[config.mk]
export PLATFORM = sky130hd
export DESIGN_NAME = slow_edge_bcd_timer
export DESIGN_NICKNAME = d
export VERILOG_FILES = /design/src/rtl/slow_edge_bcd_timer.sv
export SDC_FILE = /design/constraint.sdc
export NUM_CORES = 1
export LEC_CHECK = 0
export CAP_MARGIN = 40
export CORE_MARGIN = 4
export CORE_UTILIZATION = 45
export CTS_CLUSTER_DIAMETER = 120
export DETAILED_ROUTE_END_ITERATION = 8
export HOLD_SLACK_MARGIN = 0.03
export MAX_ROUTING_LAYER = met4
export PLACE_DENSITY_LB_ADDON = 0.3
export SETUP_SLACK_MARGIN = 0.2
export SLEW_MARGIN = 5
export SYNTH_ARGS = -nofsm -noshare
export SYNTH_HDL_FRONTEND = slang
export SYNTH_SLANG_ARGS = --single-unit
[constraint.sdc]
create_clock -name CLOCK -period 6.6 [get_ports CLOCK]
set_input_delay 1.65 -clock CLOCK [delete_from_list [all_inputs] [get_ports CLOCK]]
set_output_delay 1.65 -clock CLOCK [all_outputs]
set_load 0.02 [all_outputs]
[src/rtl/slow_edge_bcd_timer.sv]
`default_nettype none
// ============================================================================
// Module      : slow_edge_bcd_timer
// Description : Detects rising edges of the divided SLOW square wave and
//               counts them into a multi-digit BCD up/down counter. A
//               run/pause/idle state machine decides when edges are counted.
// Ports       : CLOCK   - fast system clock, rising-edge active
//               RESET   - synchronous, active-high reset
//               SLOW    - divided square wave, same clock domain
//               START   - request RUN (from IDLE or PAUSE)
//               STOP    - request PAUSE (from RUN)
//               CLEAR   - zero the count and return to IDLE
//               UP      - count direction, 1 = increment, 0 = decrement
//               DIGITS  - BCD count, digit 0 in [3:0]
//               RUNNING - high while in RUN
//               TICK    - one-cycle pulse per counted edge
//               WRAP    - one-cycle pulse when the count wraps
// Revision    : 1.0 - initial release
// ============================================================================
module slow_edge_bcd_timer #(
  parameter int NUM_DIGITS = 4
) (
  input  logic                    CLOCK,
  input  logic                    RESET,
  input  logic                    SLOW,
  input  logic                    START,
  input  logic                    STOP,
  input  logic                    CLEAR,
  input  logic                    UP,
  output logic [4*NUM_DIGITS-1:0] DIGITS,
  output logic                    RUNNING,
  output logic                    TICK,
  output logic                    WRAP
);

  localparam int DW = 4 * NUM_DIGITS;

  localparam logic [1:0] ST_IDLE  = 2'd0;
  localparam logic [1:0] ST_RUN   = 2'd1;
  localparam logic [1:0] ST_PAUSE = 2'd2;

  logic [1:0]        state_q, state_d;
  logic [DW-1:0]     digits_q, digits_d;
  logic              slow_q;
  logic              running_q, running_d;
  logic              tick_q, tick_d;
  logic              wrap_q, wrap_d;

  logic              slow_rise;
  logic              count_en;
  logic [DW-1:0]     digits_step;
  logic [NUM_DIGITS:0] carry;

  assign slow_rise = SLOW & ~slow_q;

  // Ripple chain shared by increment and decrement: carry[i] means digit i
  // must move. A digit at its limit (9 going up, 0 going down) rolls over
  // and passes the carry/borrow on; carry out of the top digit is a wrap.
  assign carry[0] = 1'b1;

  generate
    for (genvar i = 0; i < NUM_DIGITS; i++) begin : g_digit
      logic [3:0] cur;
      logic       at_limit;
      logic [3:0] nxt;

      assign cur      = digits_q[4*i +: 4];
      assign at_limit = UP ? (cur == 4'd9) : (cur == 4'd0);
      assign carry[i+1] = carry[i] & at_limit;
      assign nxt = !carry[i] ? cur :
                   at_limit  ? (UP ? 4'd0 : 4'd9) :
                               (UP ? cur + 4'd1 : cur - 4'd1);
      assign digits_step[4*i +: 4] = nxt;
    end
  endgenerate

  always_comb begin
    state_d  = state_q;
    digits_d = digits_q;

    // Any STOP or CLEAR in the same cycle drops the edge; an edge arriving
    // together with START outside RUN is also dropped because state_q is
    // not yet RUN.
    count_en = (state_q == ST_RUN) & slow_rise & ~CLEAR & ~STOP;

    if (count_en) begin
      digits_d = digits_step;
    end
    tick_d = count_en;
    wrap_d = count_en & carry[NUM_DIGITS];

    if (CLEAR) begin
      state_d  = ST_IDLE;
      digits_d = '0;
    end else if (STOP) begin
      if (state_q == ST_RUN) begin
        state_d = ST_PAUSE;
      end
    end else if (START) begin
      if ((state_q == ST_IDLE) || (state_q == ST_PAUSE)) begin
        state_d = ST_RUN;
      end
    end

    // Encoding 3 is unreachable in normal operation; recover to a clean IDLE.
    if ((state_q != ST_IDLE) && (state_q != ST_RUN) && (state_q != ST_PAUSE)) begin
      state_d  = ST_IDLE;
      digits_d = '0;
    end

    running_d = (state_d == ST_RUN);
  end

  always_ff @(posedge CLOCK) begin
    // SLOW is tracked during reset too, so a level already high at release
    // is not mistaken for a rising edge.
    slow_q <= SLOW;
    if (RESET) begin
      state_q   <= ST_IDLE;
      digits_q  <= '0;
      running_q <= 1'b0;
      tick_q    <= 1'b0;
      wrap_q    <= 1'b0;
    end else begin
      state_q   <= state_d;
      digits_q  <= digits_d;
      running_q <= running_d;
      tick_q    <= tick_d;
      wrap_q    <= wrap_d;
    end
  end

  assign DIGITS  = digits_q;
  assign RUNNING = running_q;
  assign TICK    = tick_q;
  assign WRAP    = wrap_q;

endmodule
`default_nettype wire

After elaboration in Yosys (flattened, before gate mapping)
Cells that the tools add are included.
{ "classes": {"add_sub_neg": 8, "n_eq_ne": 9, "n_mux": 19, "bitwise": 11, "n_reduce_logical": 13} }
{ "ops": {"columns": ["operator", "count"], "rows": [
  ["two-way mux 4 bit", 9],
  ["adder 4 x 1 -> 4 bit, second input constant", 4],
  ["== test 4 bit, second input constant", 4],
  ["logical NOT 4 bit", 4],
  ["subtractor 4 x 1 -> 4 bit, second input constant", 4],
  ["two-way mux 2 bit", 6],
  ["AND 1 bit", 8],
  ["AND reduction 2 bit", 3],
  ["== test 2 x 1 -> 1 bit, second input constant", 2],
  ["two-way mux 1 bit", 4],
  ["NOT 1 bit", 3],
  ["OR reduction 3 bit", 1],
  ["== test 2 bit, second input constant", 1],
  ["logical AND 1 bit", 2],
  ["logical NOT 2 bit", 1],
  ["inequality test 2 x 1 -> 1 bit, second input constant", 1],
  ["inequality test 2 bit, second input constant", 1],
  ["nonzero test 2 bit", 1],
  ["logical OR 1 bit", 1]
]} }
{ "word_totals": {"regBits": 22, "word_cells": 69} }

Longest topological paths before layout
Gate-level depths: netlist of run 1.
{ "depth": {"ltp_word": 8, "depth_mapped": 9} }

Worst setup path after synthesis of run 1
OpenSTA, ideal clock, no wires.
{ "synth_timing": {"path_kind": "input port to flip-flop", "start": "in UP", "end": "reg digits_q[3], in the netlist DIGITS[3]", "t_arrival_ns": 3.608, "t_required_ns": 6.529, "slack_ns": 2.921, "stages": 9, "n_path_buf": 2, "path_cell_list": "buf_2 buf_1 inv_1 ha_1 a21o_1 a21oi_1 a211oi_1 a2111o_1 a21oi_1"} }
{ "synth_via": {"elab_chain_len": 2} }
{ "synth_lines": {"columns": ["element", "line_no", "source"], "rows": [
  ["from (decl)", "29", "input logic UP,"],
  ["two-way mux 4 bit, or another cell as far along", "72", "(UP ? cur + 4'd1 : cur - 4'd1);"],
  ["two-way mux 4 bit *", "71", "at_limit ? (UP ? 4'd0 : 4'd9) :"],
  ["to (signal assigned)", "126", "digits_q <= digits_d;"],
  ["to (decl)", "43", "logic [DW-1:0] digits_q, digits_d;"]
]} }
Every way passes the cells marked *; elsewhere a longest branch is shown, timed or not.
A chain may end at the register's enable or synchronous reset.

Worst setup path in the final report of run 1
{ "layout_timing": {"start": "in UP", "end": "reg digits_q[7], in the netlist DIGITS[7]"} }
{ "layout_via": {"elab_chain_len": 2} }
{ "layout_lines": {"columns": ["element", "line_no"], "rows": [
  ["two-way mux 4 bit, or another cell as far along", "72"],
  ["two-way mux 4 bit or AND reduction 2 bit (tied branches)", null]
]} }
Several ways; a longest one is shown, not always the timed one.

==> impl_metrics.py, run 1 <==
metrics = {
    "power_and_ir_drop": {
        "p_leak_nw": 0.611,
        "p_per_area_mw_per_mm2": 141,
        "finalPower_mw": 0.233,
        "peakVddDrop_uv": 132,
    },
    "cts": {
        "ctsHoldBuffers": 0,
        "root_buffer": "clkbuf_4",
        "cts_htree_levels": 1,
        "tritoncts": "yes",
        "cts_buffers": 3,
        "path_clk_slew_ps": 120,
        "cts_resized": 0,
        "cts.sinks": 22,
        "cts_setup_buffers": 0,
        "cts_buffer_depth": 2,
        "clock_latency_ps": 320,
    },
    "layout": {
        "stdcell_count": 212,
        "area_growth_pct": 23.1,
        "design_area_mm2": 0.00165,
        "insertedDiodeCount": 0,
        "nets": 201,
        "drive_gt1_share_pct": 6.63,
    },
    "die": {
        "start_util_pct": 47.7,
        "rows": 19,
        "dieArea_mm2": 0.00391,
        "fp.coreArea_mm2": 0.00281,
        "ios": 26,
        "die_y_um": 62.5,
        "fp.dieW_um": 62.5,
    },
    "grt": {
        "grt_max_degree": 26,
        "grt_pass1_vias": 1079,
        "antenna_found_initial": 0,
        "met2_usage_pct": 25.4,
        "grt_busiest_layer": "met2",
        "gr-usage-met1_pct": 20.1,
        "grt_pass1_wl_um": 5080,
        "grt_util_met3_pct": 4.68,
        "grt_usage_pct": 15.8,
        "grt_overflow": 0,
    },
    "detailed_routing": {
        "drtAntennaViolNets": 0,
        "vias": 1198,
        "drtPass1Iterations": 4,
        "routedWlPerCell_um": 13.6,
        "drcViolationCount": 0,
        "drtIter0Drc": 56,
        "via_per_inst": 5.65,
        "wirelength_um": 2880,
    },
    "sta": {
        "hold_viol": 0,
        "timing.fmax_mhz": 226,
        "finalCritPeriodShare_pct": 67.2,
        "max_slew_margin_pct": 36.7,
        "fin_hold_ws_ps": 516,
        "worst_pin_slew_ps": 949,
        "final_max_slew_viol_count": 0,
        "skew_ps": 5.74,
        "setup_violations": 0,
        "rsz0062_at_grt": "no",
        "fin_setup_tns_ps": 0,
        "period_needed_ps": 4430,
    },
    "synthesis": {
        "ys_seq_elements": 22,
        "syn_inst": 156,
        "yosysUniqueCellTypes": 38,
        "synthFlopType": "dfxtp_1",
        "syn-num-nets": 175,
        "avgSynthCellArea_um2": 8.58,
        "yosysWarnings": 0,
        "synth_area_mm2": 0.00134,
        "ys_async_sr_fraction_pct": 0,
        "yosysSeqAreaShare_pct": 32.9,
        "synth_edf_count": 0,
    },
    "worst_setup_path": {
        "required_ps": 6850,
        "slowest_delay_ps": 1080,
        "path_max_fanout": 25,
        "cp.arrival_ps": 4680,
        "critical_path_class": "primary input to register",
        "cp_cell_sequence": "clkdlybuf4s50_1, inv_1, ha_1, a21o_1, a21oi_1, a211oi_1, a2111o_1, a21oi_1",
        "critPathLaunchType": "primary input",
        "cpMostUsedCell": "a21oi_1",
        "slowest_stage": "clkdlybuf4s50_1",
        "cp-end-kind": "register",
    },
    "run": {
        "cap_violations": 0,
    },
    "placement": {
        "placed_cell_area_mm2": 0.00161,
        "hpwl_um": 2120,
        "gp_congestion": 0.881,
        "dp_cells": 208,
        "io_buffer_count": 25,
    },
    "hold_path": {
        "min_path_type": "register to register",
    },
    "run_status": {
        "status": "completed",
    },
}
==> Yosys cell counts, drive strengths merged (2+ instances only) <==
master	n	area share, %
nand4	2	0.93
a21o	4	2.3
nand2	12	3.4
xor2	4	2.6
fa	4	6.0
and3	4	1.9
a211oi	5	3.2
dfxtp	22	33
a21oi	12	4.5
nor3b	3	2.9
nor2	21	5.9
xnor2	6	3.9
buf	3	1.0
a22oi	2	1.1
ha	8	7.5
inv	7	2.0
nand3	2	0.75
nor3	8	3.0
clkbuf	2	0.56
o21ai	12	4.8
a2111o	2	1.7
==> area by class of cell <==
type	instances	area, um2
fillers	265	1160
multi-input cells	122	851
flip-flops and latches	22	440
repair buffers	26	255
well taps	31	38.8
clock buffers	4	36.3
inverters	7	26.3
==> metal layers <==
layer | share of wire [%] | wire (um)
met5 | 0 | 0
met4 | 0.59 | 17
met3 | 4.9 | 140
met2 | 46 | 1320
met1 | 48 | 1390
==> placed cells by master (no fill, tap or decap), types with 6 or more instances in the layout <==
| cell | instances |
|---|---|
| dfxtp_1 | 22 |
| nor3_1 | 8 |
| nand2_1 | 12 |
| o21ai_0 | 11 |
| a21oi_1 | 12 |
| nor2_1 | 21 |
| xnor2_1 | 6 |
| ha_1 | 8 |
| inv_1 | 7 |
| clkdlybuf4s50_1 | 25 |
==> final timing paths <==
path / to / slack (ps) / depth (start not counted) / start
setup / recovery: DIGITS[7] / 2170 / 8 / UP
hold / removal: DIGITS[6] / 520 / 2 / DIGITS[6]
setup reg to reg: DIGITS[11] / 4450 / 5 / DIGITS[0]
hold reg to reg: DIGITS[6] / 520 / 2 / DIGITS[6]
==> sequential cells by signal, summed over array words and instances, names as in the netlist <==
register and cells:
WRAP 1, state_q 2, DIGITS 16, RUNNING 1, TICK 1, slow_q 1
==> critical path, delay by kind of cell <==
family,cells,cell delay (ps)
buffers and inverters,2,1510
AO/OA/AOI/OAI,5,1120
adder cells (fa/ha/maj),1,400
==> power by group <==
part	leakage [nW]	switching (mW)	internal [mW]	total (mW)
Clock	0.0210	0.0430	0.0337	0.0768
Sequential	0.178	0.000423	0.134	0.134
Combinational	0.412	0.0129	0.00913	0.0220
==> cell families (layout without fill, tap and decap cells) <==
| family | count (synthesis) | after routing | share of synthesized area [%] |
|---|---|---|---|
| mux | 1 | 1 | 0.748 |
| compound gates | 43 | 43 | 21.7 |
| buf+inv | 12 | 37 | 3.55 |
| flops | 22 | 22 | 32.9 |
| xor+xnor | 10 | 10 | 6.54 |
| fa+ha+maj | 12 | 12 | 13.5 |
| simple gates | 56 | 56 | 21.1 |
==> stage by stage <==
step,setup WS (ps),utilization [%]
2_1_floorplan,2920,-
3_3_place_gp,1970,57.3
3_5_place_dp,1820,57.4
4_1_cts,2160,58.7
5_1_grt,1840,58.7
6_report,2170,58.7
(Power assumes the default switching activity.)
==> inputs of run 2 (changes only) <==
==> constraint.sdc (replaced) <==
create_clock -name CLOCK -period 3.75 [get_ports CLOCK]
set_input_delay 0.9375 -clock CLOCK [delete_from_list [all_inputs] [get_ports CLOCK]]
set_output_delay 0.9375 -clock CLOCK [all_outputs]
set_load 0.02 [all_outputs]
==> run 2 against run 1 <==
Against the previous run: non-clock buffer count rose by 2; hold slack barely moved; largest cell class unchanged; clock skew fell by 4.0 ps; critical endpoint is now DIGITS[3]; worst setup slack got worse by 1200 ps; combinational power rose by 81%; sequential power rose by 76%; sequential share of layout area barely moved; first-iteration DRC count fell by 16%; count of clock-buffer cells in the layout fell by 1; via count rose by 2.6%.
==> impl_metrics.py, run 2 (synthesis results as in run 1) <==
metrics = {
    "layout": {
        "area_growth_pct": 23.2,
        "mostFrequentLayoutCell": "clkdlybuf4s50_1",
        "nets": 203,
        "n_fill_cell": 269,
        "ff_latch_area_um2": 440,
        "multi_input_area_um2": 851,
        "drive_gt1_share_pct": 7.14,
        "largest_reg_flops": 16,
        "insertedDiodeCount": 0,
        "mostFrequentLayoutCells": "clkdlybuf4s50_1, dfxtp_1, nor2_1, a21oi_1, nand2_1",
    },
    "power_and_ir_drop": {
        "power.internal_mw": 0.289,
        "switchingPower_mw": 0.0908,
        "p_per_area_mw_per_mm2": 230,
        "peakVddDrop_uv": 132,
        "p_leak_nw": 0.613,
        "pwr-share-seq_pct": 62.0,
        "pwr-share-comb_pct": 10.5,
        "clkPwrFrac_pct": 27.5,
        "swShare_pct": 23.9,
        "finalPower_mw": 0.380,
    },
    "placement": {
        "gp_congestion": 0.840,
        "io_buffer_count": 25,
        "hpwl_um": 2260,
    },
    "worst_setup_path": {
        "crit_start": "UP",
        "slowest_stage": "clkdlybuf4s50_1",
        "cpMostUsedCell": "a21oi_1",
        "required_ps": 3990,
        "r2r.worst_path.cells": 5,
        "cp.arrival_ps": 3020,
        "critical_path_class": "primary input to register",
        "critPathLaunchType": "primary input",
        "r2r_start": "DIGITS[8]",
        "worstReg2RegEnd": "DIGITS[15]",
        "cp-end-kind": "register",
        "reg2reg_slack_ps": 1900,
        "endpoint": "DIGITS[3]",
        "path_max_fanout": 9,
        "slowest_delay_ps": 480,
        "cp_cell_sequence": "clkdlybuf4s50_1, inv_1, ha_1, a21o_1, a21oi_1, a211oi_1, a2111o_1, a21oi_1",
    },
    "die": {
        "dieArea_mm2": 0.00391,
        "fp.coreArea_mm2": 0.00281,
        "ios": 26,
        "start_util_pct": 47.7,
        "die_y_um": 62.5,
        "rows": 19,
        "fp.dieW_um": 62.5,
    },
    "cts": {
        "path_clk_slew_ps": 110,
        "cts_resized": 0,
        "root_buffer": "clkbuf_4",
        "cts_buffer_depth": 2,
        "cts_buffers": 3,
        "ctsHoldBuffers": 0,
        "tritoncts": "yes",
        "clock_latency_ps": 300,
        "cts_htree_levels": 1,
        "cts.sinks": 22,
        "cts_setup_buffers": 0,
    },
    "sta": {
        "final_max_slew_viol_count": 0,
        "skew_ps": 1.75,
        "fin_setup_tns_ps": 0,
        "setup_violations": 0,
        "hold_viol": 0,
        "period_needed_ps": 2780,
        "finalCritPeriodShare_pct": 74.1,
        "fin_hold_ws_ps": 516,
        "timing.fmax_mhz": 360,
        "worst_pin_slew_ps": 531,
        "max_slew_margin_pct": 64.6,
        "rsz0062_at_grt": "no",
    },
    "grt": {
        "grt_max_degree": 25,
        "grt_pass1_wl_um": 5460,
        "grt_pass1_vias": 1310,
        "grt_overflow": 0,
        "antenna_found_initial": 0,
        "grt_usage_pct": 16.9,
    },
    "run": {
        "cap_violations": 0,
    },
    "detailed_routing": {
        "routedWlPerCell_um": 14.0,
        "via_per_inst": 5.77,
        "drtPass1Iterations": 4,
        "drtIter0Drc": 47,
        "wirelength_um": 2970,
        "drcViolationCount": 0,
        "vias": 1229,
        "drtAntennaViolNets": 0,
    },
    "hold_path": {
        "holdPathStages": 2,
        "min_path_type": "register to register",
    },
    "run_status": {
        "status": "completed",
    },
}
[run 2: final cells by class]
type | count | area share, %
flip-flops and latches | 22 | 26.7
well taps | 31 | 2.35
inverters | 7 | 1.59
multi-input cells | 122 | 51.6
repair buffers | 28 | 16.4
clock buffers | 3 | 1.37
[run 2: worst min-delay path by stage]
| stage | from | to | slack, ps |
|---|---|---|---|
| 6_report | DIGITS[6] | DIGITS[6] | 520 |
| 5_1_grt | DIGITS[6] | DIGITS[6] | 550 |
| 4_1_cts | DIGITS[6] | DIGITS[6] | 520 |
| 3_5_place_dp | DIGITS[6] | DIGITS[6] | 500 |
| 3_3_place_gp | DIGITS[6] | DIGITS[6] | 490 |
| 2_1_floorplan | state_q[0] | state_q[1] | 520 |
[run 2: worst max-delay path, delay by kind of cell]
family	cells	cell delay (ps)
fa+ha+maj	1	340
compound gates	5	1090
buf+inv	2	650
[run 2: through the flow]
step | cells | worst slack [ps] | utilization, % | instance area (um2)
6_report | 213 | 970 | 58.8 | 1650
5_1_grt | 213 | 818 | 58.8 | 1650
4_1_cts | 213 | 964 | 58.8 | 1650
3_5_place_dp | 210 | 665 | 58.0 | 1630
3_3_place_gp | 209 | 744 | 57.8 | 1620
2_1_floorplan | 156 | 783 | - | 1340
[run 2: power groups by stage]
stage          registers [mW]  logic (mW)  clock network [mW]
6_report                0.236      0.0399               0.105
5_1_grt                 0.236      0.0449               0.121
4_1_cts                 0.236      0.0400               0.111
3_5_place_dp            0.241      0.0397                   0
3_3_place_gp            0.241      0.0381                   0
2_1_floorplan           0.241      0.0233                   0
[run 2: per-layer routing]
| layer | share of wire, % | up-vias | global-route usage [%] |
|---|---|---|---|
| li1 | - | 616 | - |
| met5 | 0 | - | - |
| met2 | 49 | 22 | 30.8 |
| met1 | 46 | 587 | 18.4 |
| met3 | 3.4 | 4 | 2.88 |
| met4 | 1.3 | 0 | 6.06 |
==> inputs of run 3 (changes only) <==
==> constraint.sdc (replaced) <==
create_clock -name CLOCK -period 2.8 [get_ports CLOCK]
set_input_delay 0.7 -clock CLOCK [delete_from_list [all_inputs] [get_ports CLOCK]]
set_output_delay 0.7 -clock CLOCK [all_outputs]
set_load 0.02 [all_outputs]
==> run 3 against run 2 <==
Against the previous run: core utilization is 2.4 points higher; via count up 0.57%; combinational power increased by 44%; sequential share of layout area shrank 1.0 points; flip-flop and latch count unchanged; hold slack better by 6.6 ps; final cell count increased by 2.8%; die area did not move; clock skew increased by 6.7 ps; largest cell class unchanged.
==> impl_metrics.py, run 3 (synthesis results as in run 1) <==
metrics = {
    "cts": {
        "cts_resized": 0,
        "clock_latency_ps": 310,
        "cts_buffer_depth": 2,
        "tritoncts": "yes",
        "cts_buffers": 3,
        "cts.sinks": 22,
        "ctsHoldBuffers": 0,
        "path_clk_slew_ps": 130,
        "root_buffer": "clkbuf_4",
        "cts_htree_levels": 1,
        "cts_setup_buffers": 0,
    },
    "layout": {
        "mostFrequentLayoutCell": "clkdlybuf4s50_1",
        "ff_latch_area_um2": 440,
        "insertedDiodeCount": 0,
        "largest_reg_flops": 16,
        "design_area_mm2": 0.00172,
        "nets": 208,
        "final_util_pct": 61.2,
        "drive_gt1_share_pct": 10.1,
        "area_growth_pct": 28.1,
        "multi_input_area_um2": 851,
        "mostFrequentLayoutCells": "clkdlybuf4s50_1, dfxtp_1, nor2_1, a21oi_1, nand2_1",
        "stdcell_count": 219,
        "n_fill_cell": 255,
    },
    "sta": {
        "finalCritPeriodShare_pct": 90.9,
        "max_slew_margin_pct": 63.4,
        "final_max_slew_viol_count": 0,
        "hold_viol": 0,
        "worst_pin_slew_ps": 550,
        "skew_ps": 8.41,
        "setup_violations": 0,
        "fin_setup_tns_ps": 0,
        "timing.fmax_mhz": 393,
        "period_needed_ps": 2550,
        "fin_ws_ps": 254,
        "fin_hold_ws_ps": 522,
        "rsz0062_at_grt": "yes",
    },
    "grt": {
        "grt_overflow": 0,
        "antenna_found_initial": 0,
        "grt_max_degree": 25,
        "grt_util_met3_pct": 3.42,
        "grt_busiest_layer": "met2",
        "grt_pass1_wl_um": 5540,
        "gr-usage-met1_pct": 20.1,
        "met2_usage_pct": 29.8,
        "grt_pass1_vias": 1247,
        "grt_usage_pct": 17.5,
    },
    "die": {
        "start_util_pct": 47.7,
        "fp.dieW_um": 62.5,
        "ios": 26,
        "dieArea_mm2": 0.00391,
        "die_y_um": 62.5,
        "rows": 19,
        "fp.coreArea_mm2": 0.00281,
    },
    "run_status": {
        "status": "completed",
    },
    "placement": {
        "dp_cells": 215,
        "dp_slack_ps": -54.7,
        "io_buffer_count": 25,
        "gp_congestion": 0.833,
        "hpwl_um": 2360,
        "placed_cell_area_mm2": 0.00168,
    },
    "power_and_ir_drop": {
        "pwr-share-seq_pct": 56.7,
        "peakVddDrop_uv": 158,
        "finalPower_mw": 0.557,
        "swShare_pct": 24.7,
        "power.internal_mw": 0.420,
        "clkPwrFrac_pct": 33.0,
        "pwr-share-comb_pct": 10.3,
        "switchingPower_mw": 0.137,
        "p_leak_nw": 0.647,
        "p_per_area_mw_per_mm2": 325,
    },
    "worst_setup_path": {
        "cp.arrival_ps": 2810,
        "required_ps": 3060,
        "critPathLaunchType": "primary input",
        "critical_path_class": "primary input to register",
        "worstReg2RegEnd": "DIGITS[11]",
        "cp-end-kind": "register",
        "path_max_fanout": 9,
        "crit_start": "UP",
        "r2r.worst_path.cells": 6,
        "reg2reg_slack_ps": 970,
        "r2r_start": "DIGITS[9]",
    },
    "detailed_routing": {
        "via_per_inst": 5.64,
        "drtIter0Drc": 50,
        "wirelength_um": 3120,
        "drcViolationCount": 0,
        "vias": 1236,
        "drtPass1Iterations": 4,
        "drtAntennaViolNets": 0,
        "routedWlPerCell_um": 14.2,
    },
    "hold_path": {
        "holdPathStages": 2,
        "holdPathEnd": "DIGITS[6]",
        "min_path_type": "register to register",
        "min_from": "DIGITS[6]",
    },
    "run": {
        "cap_violations": 0,
    },
}
run 3: area by class of cell:
class	instances	share of cell area, %
multi-input combinational	122	49.6
sequential	22	25.7
inverter	7	1.53
timing repair buffer	33	18.8
tap	31	2.26
clock buffer	4	2.12
run 3: per-layer routing:
layer	routed length, um	up-vias
met3	105	8
li1	-	623
met2	1490	24
met4	74	0
met5	0	-
met1	1450	581
run 3: how the worst max path moves through the flow:
stage / to / slack [ps] / cells past startpoint
floorplan: DIGITS[3] / 230 / 9
global placement: DIGITS[3] / 7 / 8
detailed placement: DIGITS[11] / -50 / 8
CTS: DIGITS[11] / 280 / 8
global route: DIGITS[15] / 180 / 9
finish: DIGITS[11] / 250 / 8
run 3: critical path, cell delays in order:
cell             delay, ps
clkdlybuf4s50_1        530
inv_1                  200
ha_1                   340
a21o_2                 200
a21oi_1                220
nand2_1                100
o21ai_0                260
o221a_2                240
run 3: power groups by stage:
stage	Combinational (mW)	Sequential, mW	Clock, mW
global route	0.0638	0.316	0.203
CTS	0.0577	0.316	0.190
finish	0.0574	0.316	0.184
detailed placement	0.0574	0.323	0
global placement	0.0557	0.323	0
floorplan	0.0314	0.323	0
